## src/rtl/seq_encoder_4to2_if.sv

```systemverilog
// Request/response bundle for seq_encoder_4to2.
// slave  : the encoder side (captures req_in, presents code).
// master : the request generator / code consumer side.
interface seq_encoder_4to2_if;
  logic [3:0] req_in;
  logic       req_load;
  logic       in_ready;
  logic [1:0] code;
  logic       out_valid;
  logic       out_ready;
  logic       last;
  logic [3:0] pending;

  modport slave (
    input  req_in, req_load, out_ready,
    output in_ready, code, out_valid, last, pending
  );

  modport master (
    output req_in, req_load, out_ready,
    input  in_ready, code, out_valid, last, pending
  );
endinterface

```

## src/rtl/seq_encoder_4to2.sv

```systemverilog
// Registered 4-to-2 encoder: captures a 4-line request vector and drains it
// one 2-bit code per valid/ready transfer, in priority order set by
// HIGH_FIRST (0: line 0 first, 1: line 3 first).
module seq_encoder_4to2 #(
  parameter bit HIGH_FIRST = 1'b0
) (
  input  logic                      i_clk,
  input  logic                      i_rst_n,
  seq_encoder_4to2_if.slave         bus
);

  typedef enum logic [0:0] {
    S_IDLE  = 1'b0,
    S_SERVE = 1'b1
  } state_t;

  state_t     r_state;
  state_t     w_state_nxt;
  logic [3:0] r_pending;
  logic [3:0] w_pending_nxt;
  logic [1:0] w_code;
  logic       w_single;
  logic       w_serve;

  assign w_serve = (r_state == S_SERVE);

  // Priority encode of the pending mask; an empty mask yields 00.
  always_comb begin
    w_code = 2'b00;
    if (HIGH_FIRST) begin
      for (int i = 0; i < 4; i++)
        if (r_pending[i]) w_code = 2'(i);
    end else begin
      for (int i = 3; i >= 0; i--)
        if (r_pending[i]) w_code = 2'(i);
    end
  end

  // One-hot detect: exactly one line still pending.
  assign w_single = (r_pending != 4'b0000) &&
                    ((r_pending & (r_pending - 4'd1)) == 4'b0000);

  // Next-state and next-pending; outputs depend only on r_state/r_pending,
  // so req_load/out_ready only ever reach registers.
  always_comb begin
    w_state_nxt   = r_state;
    w_pending_nxt = r_pending;
    unique case (r_state)
      S_IDLE: begin
        if (bus.req_load) begin
          w_pending_nxt = bus.req_in;
          w_state_nxt   = (bus.req_in != 4'b0000) ? S_SERVE : S_IDLE;
        end
      end
      S_SERVE: begin
        if (bus.out_ready) begin
          w_pending_nxt = r_pending & ~(4'b0001 << w_code);
          if (w_single) w_state_nxt = S_IDLE;
        end
      end
      default: begin
        w_state_nxt   = S_IDLE;
        w_pending_nxt = 4'b0000;
      end
    endcase
  end

  // State and pending registers; reset wins over load or transfer.
  always_ff @(posedge i_clk) begin
    if (!i_rst_n) begin
      r_state   <= S_IDLE;
      r_pending <= 4'b0000;
    end else begin
      r_state   <= w_state_nxt;
      r_pending <= w_pending_nxt;
    end
  end

  assign bus.in_ready  = ~w_serve;
  assign bus.out_valid = w_serve;
  assign bus.code      = w_code;
  assign bus.last      = w_serve & w_single;
  assign bus.pending   = r_pending;

endmodule

```

## src/flat_wrapper.sv

```systemverilog
// flat-port wrapper written by rule: the top's interface ports become plain ports
module seq_encoder_4to2_flat 
#(
  parameter bit HIGH_FIRST = 1'b0
)
  (i_clk, i_rst_n, bus_req_in, bus_req_load, bus_out_ready, bus_in_ready, bus_code, bus_out_valid, bus_last, bus_pending);
  seq_encoder_4to2_if bus_i ();
  input  logic i_clk;
  input  logic i_rst_n;
  input wire logic [$bits(bus_i.req_in)-1:0] bus_req_in;
  input wire logic [$bits(bus_i.req_load)-1:0] bus_req_load;
  input wire logic [$bits(bus_i.out_ready)-1:0] bus_out_ready;
  output wire logic [$bits(bus_i.in_ready)-1:0] bus_in_ready;
  output wire logic [$bits(bus_i.code)-1:0] bus_code;
  output wire logic [$bits(bus_i.out_valid)-1:0] bus_out_valid;
  output wire logic [$bits(bus_i.last)-1:0] bus_last;
  output wire logic [$bits(bus_i.pending)-1:0] bus_pending;
  assign bus_i.req_in = bus_req_in;
  assign bus_i.req_load = bus_req_load;
  assign bus_i.out_ready = bus_out_ready;
  assign bus_in_ready = bus_i.in_ready;
  assign bus_code = bus_i.code;
  assign bus_out_valid = bus_i.out_valid;
  assign bus_last = bus_i.last;
  assign bus_pending = bus_i.pending;
  seq_encoder_4to2 #(.HIGH_FIRST(HIGH_FIRST)) u_core (.i_clk(i_clk), .i_rst_n(i_rst_n), .bus(bus_i));
endmodule
```

## config.mk

```make
export PLATFORM = sky130hd
export DESIGN_NAME = seq_encoder_4to2_flat
export DESIGN_NICKNAME = d
export VERILOG_FILES = /design/src/rtl/seq_encoder_4to2_if.sv /design/src/rtl/seq_encoder_4to2.sv /design/src/flat_wrapper.sv
export SDC_FILE = /design/constraint.sdc
export NUM_CORES = 1
export LEC_CHECK = 0
export CAP_MARGIN = 25
export CELL_PAD_IN_SITES_DETAIL_PLACEMENT = 1
export CELL_PAD_IN_SITES_GLOBAL_PLACEMENT = 2
export CORE_UTILIZATION = 18
export DETAILED_ROUTE_END_ITERATION = 6
export PLACE_DENSITY_LB_ADDON = 0.1
export SETUP_SLACK_MARGIN = 0.3
export SLEW_MARGIN = 10
export SYNTH_ARGS = -nofsm -noshare
export SYNTH_HDL_FRONTEND = slang
export SYNTH_SLANG_ARGS = --single-unit
```

## constraint.sdc

```tcl
create_clock -name i_clk -period 3.4 [get_ports i_clk]
set_input_delay 0.68 -clock i_clk [delete_from_list [all_inputs] [get_ports i_clk]]
set_output_delay 0.68 -clock i_clk [all_outputs]
set_load 0.01 [all_outputs]
```

# [Word level (Yosys, flattened, before mapping)]
# Index checks and enable logic that the tools add are counted.
# Widths: inputs -> output; s select.
[totals] register_bits=5 in_bits=8 output_inout_bits=9 word_cells=28
[op_classes] n_addsub=1 eq_ne=2 shift=1 muxes=12 bitwise=5 n_reduce_logical=5
[op_table] operator="$and 4x4->4" n=2
[op_table] operator="$mux 2" n=4
[op_table] operator="$mux 4" n=2
[op_table] operator="$pmux 4 s2" n=1
[op_table] operator="$reduce_bool 4->1" n=2
[op_table] operator="$logic_not 4->1" n=1
[op_table] operator="$mux 1" n=4
[op_table] operator="$ne 2x2->1 const B" n=2
[op_table] operator="$not 4->4" n=1
[op_table] operator="$shl 1x2->4 const A" n=1
[op_table] operator="$sub 4x1->4 const B" n=1
[op_table] operator="$pmux 1 s2" n=1
[op_table] operator="$reduce_and 2->1" n=1
[op_table] operator="$and 1x1->1" n=1
[op_table] operator="$logic_and 1x1->1" n=1
[op_table] operator="$not 1->1" n=1

# [Longest topological paths before layout]
# Gate-level depths: netlist of the first run.
[depth] depth_word=9 ltp_mapped=5 ltp_nobuf=4

# [Worst setup path after synthesis of the first run]
# No wires, ideal clock.
[synth_timing] kind="register to output" start="reg u_core.r_pending[0], in the netlist u_core.bus.pending[0]" end="out bus_last" arrival_time_ps=1029 slack_ps=1691 path_stages_with_launch=5 n_path_buf=0 cell_sequence="dfxtp_1 > inv_1 > nor4_1 > nor3_1 > nor2_1"
[synth_via] elab_chain_cells=5
[synth_lines] item="start: declaration" line="seq_encoder_4to2.sv:19" text="logic [3:0] r_pending;"
[synth_lines] item="start signal: assignment" line="seq_encoder_4to2.sv:75" text="r_pending <= w_pending_nxt;"
[synth_lines] item="$sub 4x1->4" line="seq_encoder_4to2.sv:41" text="((r_pending & (r_pending - 4'd1)) == 4'b0000);"
[synth_lines] item="$and 4x4->4" line="seq_encoder_4to2.sv:41"
[synth_lines] item="$logic_not 4->1" line="seq_encoder_4to2.sv:41"
[synth_lines] item="$logic_and 1x1->1 (*)" line="seq_encoder_4to2.sv:40" text="assign w_single = (r_pending != 4'b0000) &&"
[synth_lines] item="$and 1x1->1 (*)" line="seq_encoder_4to2.sv:82" text="assign bus.last = w_serve & w_single;"
[synth_lines] item="end: declaration" line="flat_wrapper.sv:16" text="output wire logic [$bits(bus_i.last)-1:0] bus_last;"
# Every way passes the cells marked *; elsewhere a longest branch is shown, timed or not.

# [Final worst setup path of the first run]
[layout_timing] start="reg u_core.r_pending[2], in the netlist u_core.bus.pending[2]" end="out bus_last"
# Same word-level chain as after synthesis.

==> impl_metrics.py, run 1 <==
metrics = {
    "run_status": {
        "status": "finished clean",
    },
    "synthesis": {
        "syn-mean-instance-area_sq_um": 7.38,
        "synthArstFlopShare_pct": 0,
        "synth_cell_types": 21,
        "synth_mux_area_share_pct": 0,
        "syn-num-nets": 48,
        "ys_ff_latch": 5,
        "ys.flop_type": "dfxtp_1",
        "post-synth-top-count-cell": "nand2_1",
        "synth_top_family_by_area": "simple AND/OR/NAND/NOR gates",
        "seq_area_frac_synth_pct": 33.9,
        "synth_edf_count": 0,
        "syn_inst": 40,
        "yosysWarnings": 0,
        "synth_top_area_cell": "dfxtp_1",
        "synth_commonest_cells": "6 x nand2_1, 5 x dfxtp_1, 4 x nor2_1, 3 x inv_1, 3 x nor3_1",
        "synth-xor-area-share_pct": 2.97,
        "synth_compound_area_share_pct": 26.7,
        "yosys-top-cells-area": "dfxtp_1 34%, nand2_1 7.6%, nor3_1 5.1%, a21boi_1 5.1%, nor2_1 5.1%",
        "synthAdderAreaFrac_pct": 0,
        "synth_top_area_share_pct": 33.9,
        "synth-simple-area-share_pct": 30.9,
        "netlist_area_sq_um": 295,
    },
    "route": {
        "wl_met3_um": 78,
        "via_count": 353,
        "drt-pass1-iter-count": 3,
        "routed_via_density": 4.71,
        "routed.top_layer": "met3",
        "detail_route.wl_per_cell_um": 12.4,
        "drc": 0,
        "dr.first_iter.drc_count": 4,
        "ant_nets": 0,
        "met1_length_um": 416,
        "routed_wl_um": 930,
        "wl_met2_um": 435,
    },
    "floorplan": {
        "core-area_sq_um": 1520,
        "die_w_um": 42.5,
        "die_area_sq_um": 1810,
        "fp-row-count": 14,
        "start_util_pct": 19.4,
        "fp.dieH_um": 42.5,
        "pin_count": 17,
    },
    "placement": {
        "place_congestion": 0.766,
        "port_buffers": 16,
        "dp_hpwl_um": 737,
    },
    "clock_network": {
        "clock_latency_ns": 0.24,
        "clock_sinks": 5,
        "htreeDepth": 1,
        "root_buffer": "clkbuf_4",
        "cts_hold_buf": 0,
        "clockBufferDepth": 2,
        "cts_inserted_buffers": 3,
        "cts_tree": "built",
        "postCtsSetupBuffers": 0,
        "cts_resized": 0,
        "path_clk_slew_ns": 0.04,
    },
    "setup_path": {
        "worstSetupPathType": "flip-flop to primary output",
        "cp.required_ns": 2.72,
        "setup.worst_path.end_class": "primary output",
        "endpoint": "bus_last",
        "setup.worst_path.start_class": "flip-flop",
        "startpoint": "u_core.bus.pending[2]$_SDFFE_PN0P_",
        "reg2reg_from": "u_core.bus.pending[2]$_SDFFE_PN0P_",
        "crit_path_max_fanout": 8,
        "crit_arrival_ns": 1.78,
        "reg2reg_depth": 4,
        "r2r_end": "u_core.bus.out_valid$_SDFF_PN0_",
        "r2r_setup_slack_ns": 2.15,
    },
    "cells_and_area": {
        "nFillCells": 191,
        "final_nets": 68,
        "final_util_pct": 32.6,
        "drive_gt1_share_pct": 5.08,
        "area_growth_syn_to_layout_pct": 68.2,
        "diodes": 0,
    },
    "grt": {
        "grt.overflow.total": 0,
        "grt_max_degree": 9,
        "grt_pass1_wl_um": 1410,
        "grt_pass1_vias": 333,
        "track_usage_pct": 11.1,
        "antenna_found_initial": 0,
    },
    "timing": {
        "slew_headroom_pct": 79.7,
        "fin_crit_sh_pct": 72.5,
        "min_period_ns": 2.46,
        "fin_worst_skew_ns": 0.00164,
        "fin_tns_setup_ns": 0,
        "rsz0062_at_grt": "false",
        "fmax_mhz": 406,
        "hold_viol": 0,
        "slew_violations": 0,
        "tightest_slew_ns": 0.303,
        "finalSetupViolCount": 0,
    },
    "hold_path": {
        "hold_class": "flip-flop to flip-flop",
    },
    "pwr": {
        "power.leakage_uw": 0.000182,
        "power_density_nw_per_um2": 384,
        "power_uw": 191,
        "ir_drop_uv": 238,
    },
    "job": {
        "drv_cap": 0,
    },
}
==> sequential cells by signal, indices dropped and copies added (netlist names) <==
register / cells
u_core.bus.out_valid: 1
u_core.bus.pending: 4
==> report_power, final <==
part	switching, uW	total (uW)	internal (uW)	leakage [uW]
Combinational	21.2	51.0	29.8	0.000126
Sequential	6.93	69.6	62.6	0.0000412
Clock	25.6	70.1	44.5	0.0000150
Total	53.8	191	137	0.000182
==> final cells by class <==
class / count / area (sq um) / area share, %
Tap cell: 16 / 20.0 / 4.03
Timing Repair Buffer: 16 / 160 / 32.2
Multi-Input combinational cell: 31 / 179 / 36.0
Clock buffer: 4 / 26.3 / 5.29
Sequential cell: 5 / 100 / 20.2
Inverter: 3 / 11.3 / 2.27
==> kinds of logic after synthesis <==
kind of cell    count (synthesis)
buf+inv                         4
flops                           5
compound gates                 11
simple gates                   19
xor+xnor                        1
==> worst max-delay path, stage by stage, from the launching register on <==
cell and delay, ns:
dfxtp_1 0.48, xnor2_1 0.16, nor3_1 0.06, nor3_1 0.29, nor2_1 0.07, clkdlybuf4s50_1 0.48
==> layer usage <==
layer	global-route usage [%]	vias to the layer above
met3	8.19	0
met4	5.63	0
met1	11.7	156
met2	16.0	16
li1	-	181
met5	0	-
==> cell usage in the layout, fill, tap and decap left out <==
master | Yosys | final
a21boi_1 | 2 | 2
o21bai_1 | 1 | 1
nand2_1 | 6 | 6
a22oi_1 | 1 | 1
clkbuf_1 | 0 | 1
o41ai_1 | 1 | 1
nand3_1 | 1 | 1
a21oi_1 | 2 | 2
o21ai_0 | 1 | 1
nor4b_1 | 1 | 1
xnor2_1 | 1 | 1
inv_1 | 3 | 3
o211a_1 | 1 | 1
a21boi_0 | 1 | 1
clkdlybuf4s50_1 | 0 | 16
nor4_1 | 1 | 1
o211ai_1 | 1 | 1
nor3_1 | 3 | 3
nor2_1 | 4 | 4
dfxtp_1 | 5 | 5
or3_1 | 1 | 1
nor2b_1 | 2 | 2
clkbuf_4 | 0 | 3
==> worst min path at each step <==
stage | from | endpoint | slack, ns | depth (start not counted)
after floorplan | u_core.bus.pending[3]$_SDFFE_PN0P_ | u_core.bus.pending[3]$_SDFFE_PN0P_ | 0.57 | 2
after global placement | u_core.bus.pending[3]$_SDFFE_PN0P_ | u_core.bus.pending[3]$_SDFFE_PN0P_ | 0.57 | 2
after detailed placement | u_core.bus.pending[3]$_SDFFE_PN0P_ | u_core.bus.pending[3]$_SDFFE_PN0P_ | 0.59 | 2
after CTS | u_core.bus.pending[3]$_SDFFE_PN0P_ | u_core.bus.pending[3]$_SDFFE_PN0P_ | 0.60 | 2
after global routing | u_core.bus.pending[2]$_SDFFE_PN0P_ | u_core.bus.pending[2]$_SDFFE_PN0P_ | 0.63 | 2
final | u_core.bus.pending[2]$_SDFFE_PN0P_ | u_core.bus.pending[2]$_SDFFE_PN0P_ | 0.60 | 2
==> stage by stage <==
step	std cells	hold WS (ns)	cell area, sq um	worst slack (ns)
floorplan	40	0.565	295	1.69
global placement	71	0.565	470	1.24
detailed placement	71	0.590	470	1.18
CTS	75	0.604	497	0.906
global route	75	0.631	497	0.770
finish	75	0.600	497	0.936
Power figures use the tool's default switching activity.
==> run 2, diff against run 1 <==
--- a/config.mk
+++ b/config.mk
@@ -8,7 +8,7 @@
 export CAP_MARGIN = 25
 export CELL_PAD_IN_SITES_DETAIL_PLACEMENT = 1
 export CELL_PAD_IN_SITES_GLOBAL_PLACEMENT = 2
-export CORE_UTILIZATION = 18
+export CORE_UTILIZATION = 17
 export DETAILED_ROUTE_END_ITERATION = 6
 export PLACE_DENSITY_LB_ADDON = 0.1
 export SETUP_SLACK_MARGIN = 0.3
==> constraint.sdc (replaced) <==
create_clock -name i_clk -period 2.4 [get_ports i_clk]
set_input_delay 0.48 -clock i_clk [delete_from_list [all_inputs] [get_ports i_clk]]
set_output_delay 0.48 -clock i_clk [all_outputs]
set_load 0.01 [all_outputs]
==> impl_metrics.py, run 2 (synthesis gave the netlist of run 1 again) <==
metrics = {
    "floorplan": {
        "fp-row-count": 14,
        "core-area_sq_um": 1560,
        "start_util_pct": 18.9,
        "pin_count": 17,
        "die_area_sq_um": 1910,
        "fp.dieH_um": 43.7,
        "die_w_um": 43.7,
    },
    "clock_network": {
        "postCtsSetupBuffers": 0,
        "clock_sinks": 5,
        "path_clk_slew_ns": 0.05,
        "cts_tree": "built",
        "htreeDepth": 1,
        "clockBufferDepth": 2,
        "clock_latency_ns": 0.25,
        "cts_inserted_buffers": 3,
        "root_buffer": "clkbuf_4",
    },
    "route": {
        "routed_wl_um": 1020,
        "drc": 2,
        "ant_nets": 0,
        "drt-pass1-iter-count": 6,
        "dr.first_iter.drc_count": 10,
        "routed_via_density": 4.75,
        "detail_route.wl_per_cell_um": 13.6,
        "via_count": 356,
    },
    "setup_path": {
        "r2r_end": "u_core.bus.pending[3]$_SDFFE_PN0P_",
        "setup.worst_path.end_class": "primary output",
        "critical-path-max-stage-delay_ns": 0.57,
        "startpoint": "u_core.bus.pending[2]$_SDFFE_PN0P_",
        "crit_arrival_ns": 1.44,
        "crit_chain": "nor2_1 -> nor3_1 -> clkdlybuf4s50_1",
        "cp.required_ns": 1.92,
        "reg2reg_from": "u_core.bus.out_valid$_SDFF_PN0_",
        "r2r_setup_slack_ns": 1.20,
        "crit_path_max_fanout": 8,
        "slowest_stage": "clkdlybuf4s50_1",
        "worstSetupPathType": "flip-flop to primary output",
        "setup.worst_path.start_class": "flip-flop",
        "reg2reg_depth": 4,
    },
    "pwr": {
        "ir_drop_uv": 284,
        "power.leakage_uw": 0.000193,
        "power_density_nw_per_um2": 532,
    },
    "hold_path": {
        "hold_path.startpoint": "u_core.bus.pending[2]$_SDFFE_PN0P_",
        "whs_endpoint": "u_core.bus.pending[2]$_SDFFE_PN0P_",
        "hold_class": "flip-flop to flip-flop",
        "holdPathStages": 2,
    },
    "grt": {
        "grt_pass1_wl_um": 1800,
        "grt.overflow.total": 0,
        "antenna_found_initial": 0,
        "track_usage_pct": 12.7,
        "grt_pass1_vias": 386,
        "grt_max_degree": 9,
    },
    "placement": {
        "dp_hpwl_um": 792,
        "place_congestion": 0.708,
        "place_ws_ns": 0.391,
        "port_buffers": 16,
    },
    "cells_and_area": {
        "drive_gt1_share_pct": 16.9,
        "final_nets": 68,
        "largest_register_ffs": 4,
        "nFillCells": 192,
        "final_cell_mix": "15 x clkdlybuf4s50_1, 6 x nand2_1, 4 x nor2_1",
        "layout_commonest_cell": "clkdlybuf4s50_1",
        "diodes": 0,
        "area_growth_syn_to_layout_pct": 76.3,
    },
    "timing": {
        "hold_viol": 0,
        "fin_worst_skew_ns": 0.00830,
        "min_period_ns": 1.92,
        "finalSetupViolCount": 0,
        "fmax_mhz": 522,
        "fin_hold_ws_ns": 0.540,
        "slew_violations": 0,
        "tightest_slew_ns": 0.277,
        "fin_crit_sh_pct": 79.8,
        "slew_headroom_pct": 81.3,
        "fin_tns_setup_ns": 0,
        "layout_setup_ws_ns": 0.484,
        "rsz0062_at_grt": "false",
    },
    "run_status": {
        "status": "complete, but fails checks",
        "violations": "DRC",
    },
    "job": {
        "drv_cap": 0,
    },
}
-- run 2: repair_timing --
action                                  in CTS  in global routing
endpoints found under the setup margin       1                  0
endpoints found under the hold margin        0                  0
gates resized for setup                      9                  0
hold buffers                                 0                  0
-- run 2: where the power goes --
group / internal [uW] / switching (uW) / total [uW] / leakage, uW
Clock: 63.2 / 38.9 / 102 / 0.0000150
Sequential: 88.9 / 10.6 / 99.5 / 0.0000431
Combinational: 42.9 / 32.2 / 75.1 / 0.000135
Total: 195 / 81.7 / 277 / 0.000193
-- run 2: worst max-delay path by stage --
| stage | endpoint |
|---|---|
| floorplan | bus_last |
| global placement | bus_last |
| detailed placement | bus_last |
| CTS | bus_code[1] |
| global route | bus_code[1] |
| finish | bus_code[1] |
-- run 2: layout make-up --
type                       instances  area [sq um]  share of cell area, %
multi-input combinational         31           196                   37.7
timing repair buffer              16           159                   30.5
sequential                         5           108                   20.7
clock buffer                       4          26.3                   5.05
tap                               16          20.0                   3.85
inverter                           3          11.3                   2.16
-- run 2: worst max-delay path, delay by kind of cell, from the launching register on --
family,cells,cell delay [ns]
buf+inv,1,0.57
flops,1,0.41
simple gates,2,0.21
-- run 2: per-stage QoR --
step	utilization [%]	std cells	instance area [sq um]	total power, uW
after global routing	33.4	75	520	297
after CTS	33.4	75	520	282
final	33.4	75	520	277
after floorplan	-	40	295	130
after global placement	30.2	71	470	172
after detailed placement	30.2	71	470	174
-- run 2: routing by layer --
metal / GRT usage [%] / vias up / share of wire (%)
met4: 1.88 / 0 / 0
met2: 22.1 / 15 / 50
met1: 14.5 / 162 / 43
met3: 5.83 / 0 / 7.4
li1: - / 179 / -
met5: 0 / - / 0
==> run 3, diff against run 2 <==
--- a/config.mk
+++ b/config.mk
@@ -8,7 +8,7 @@
 export CAP_MARGIN = 25
 export CELL_PAD_IN_SITES_DETAIL_PLACEMENT = 1
 export CELL_PAD_IN_SITES_GLOBAL_PLACEMENT = 2
-export CORE_UTILIZATION = 17
+export CORE_UTILIZATION = 15
 export DETAILED_ROUTE_END_ITERATION = 6
 export PLACE_DENSITY_LB_ADDON = 0.1
 export SETUP_SLACK_MARGIN = 0.3
==> constraint.sdc (replaced) <==
create_clock -name i_clk -period 1.55 [get_ports i_clk]
set_input_delay 0.31 -clock i_clk [delete_from_list [all_inputs] [get_ports i_clk]]
set_output_delay 0.31 -clock i_clk [all_outputs]
set_load 0.01 [all_outputs]
==> impl_metrics.py, run 3 (synthesis gave the netlist of run 1 again) <==
metrics = {
    "run_status": {
        "status": "finished clean",
    },
    "clock_network": {
        "cts_hold_buf": 0,
        "root_buffer": "clkbuf_4",
        "clock_latency_ns": 0.26,
        "htreeDepth": 1,
        "cts_tree": "built",
        "clockBufferDepth": 2,
        "path_clk_slew_ns": 0.05,
        "cts_inserted_buffers": 3,
        "clock_sinks": 5,
    },
    "floorplan": {
        "die_area_sq_um": 2150,
        "die_w_um": 46.4,
        "fp-row-count": 15,
        "core-area_sq_um": 1780,
        "pin_count": 17,
        "start_util_pct": 16.6,
        "fp.dieH_um": 46.4,
    },
    "timing": {
        "tightest_slew_ns": 0.331,
        "hold_viol": 0,
        "fin_crit_sh_pct": 97.0,
        "slew_headroom_pct": 77.6,
        "layout_setup_ws_ns": 0.0465,
        "rsz0062_at_grt": "true",
        "finalSetupViolCount": 0,
        "fin_worst_skew_ns": 0.00634,
        "fin_tns_setup_ns": 0,
        "fmax_mhz": 665,
        "slew_violations": 0,
        "min_period_ns": 1.50,
    },
    "pwr": {
        "ir_drop_uv": 342,
        "power_uw": 505,
        "power.leakage_uw": 0.000307,
        "power_density_nw_per_um2": 716,
    },
    "cells_and_area": {
        "final_util_pct": 39.6,
        "layout_commonest_cell": "buf_6",
        "largest_register_ffs": 4,
        "drive_gt1_share_pct": 60.8,
        "final_cell_mix": "11 x buf_6, 7 x buf_2, 6 x clkdlybuf4s50_1",
        "final_nets": 83,
        "diodes": 0,
        "fin_area_sq_um": 706,
        "area_growth_syn_to_layout_pct": 139,
    },
    "placement": {
        "port_buffers": 16,
        "place_ws_ns": -0.160,
        "place_congestion": 0.799,
        "dp_hpwl_um": 955,
        "post_dp_cell_area_sq_um": 574,
    },
    "setup_path": {
        "cp.required_ns": 1.24,
        "crit_chain": "nor4b_4 -> nor3_2 -> nor2_1 -> buf_2",
        "setup.worst_path.end_class": "primary output",
        "critical-path-max-stage-delay_ns": 0.37,
        "r2r_setup_slack_ns": 0.18,
        "worstSetupPathType": "flip-flop to primary output",
        "crit_arrival_ns": 1.19,
        "crit_path_max_fanout": 4,
        "setup.worst_path.start_class": "flip-flop",
        "slowest_stage": "dfxtp_4",
    },
    "route": {
        "via_count": 434,
        "drc": 0,
        "ant_nets": 0,
        "detail_route.wl_per_cell_um": 12.4,
        "dr.first_iter.drc_count": 4,
        "routed_wl_um": 1230,
        "drt-pass1-iter-count": 2,
        "routed_via_density": 4.38,
    },
    "grt": {
        "grt_pass1_vias": 453,
        "grt.overflow.total": 0,
        "grt_max_degree": 7,
        "track_usage_pct": 14.5,
        "grt_pass1_wl_um": 2040,
        "antenna_found_initial": 0,
    },
    "hold_path": {
        "hold_class": "flip-flop to flip-flop",
    },
    "job": {
        "drv_cap": 0,
    },
}
==> run 3: area by class of cell <==
cell class	instances	area [sq um]
repair buffers	31	270
fillers	218	1080
inverters	3	11.3
flip-flops and latches	5	114
well taps	25	31.3
clock buffers	4	26.3
multi-input cells	31	253
==> run 3: power breakdown <==
| group | leakage (uW) | switching [uW] | internal [uW] |
|---|---|---|---|
| Sequential | 0.0000439 | 16.0 | 136 |
| Combinational | 0.000248 | 74.7 | 110 |
| Clock | 0.0000150 | 69.4 | 98.4 |
| Total | 0.000307 | 160 | 345 |
==> run 3: worst paths after layout <==
kind,from,to,cells after the start
max,u_core.bus.pending[2]$_SDFFE_PN0P_,bus_last,4
min,u_core.bus.out_valid$_SDFF_PN0_,u_core.bus.out_valid$_SDFF_PN0_,3
max reg2reg,u_core.bus.pending[2]$_SDFFE_PN0P_,u_core.bus.out_valid$_SDFF_PN0_,6
min reg2reg,u_core.bus.out_valid$_SDFF_PN0_,u_core.bus.out_valid$_SDFF_PN0_,3
==> run 3: timing repair <==
| action | CTS | global route |
|---|---|---|
| setup endpoints to repair | 12 | 9 |
| resized for setup | 57 | 10 |
| buffers inserted | 3 | 1 |
| hold endpoints to repair | 0 | 0 |
| pin swaps | 11 | 7 |
| gates cloned | 0 | 0 |
==> run 3: through the flow <==
| step | hold slack [ns] | cells |
|---|---|---|
| after global routing | 0.654 | 99 |
| final | 0.624 | 99 |
| after floorplan | 0.437 | 40 |
| after detailed placement | 0.663 | 91 |
| after CTS | 0.610 | 98 |
| after global placement | 0.646 | 91 |
==> run 3: metal layers <==
layer  GRT usage (%)  part of all wire [%]
met5               0                     0
met2            23.3                    53
met1            15.6                    39
met4            10.6                   2.5
met3            4.71                   5.4
==> run 3: worst max-delay path, delay by kind of cell, from the launching register on <==
family	cells	cell delay, ns
flops	1	0.37
simple gates	3	0.43
buf+inv	1	0.13
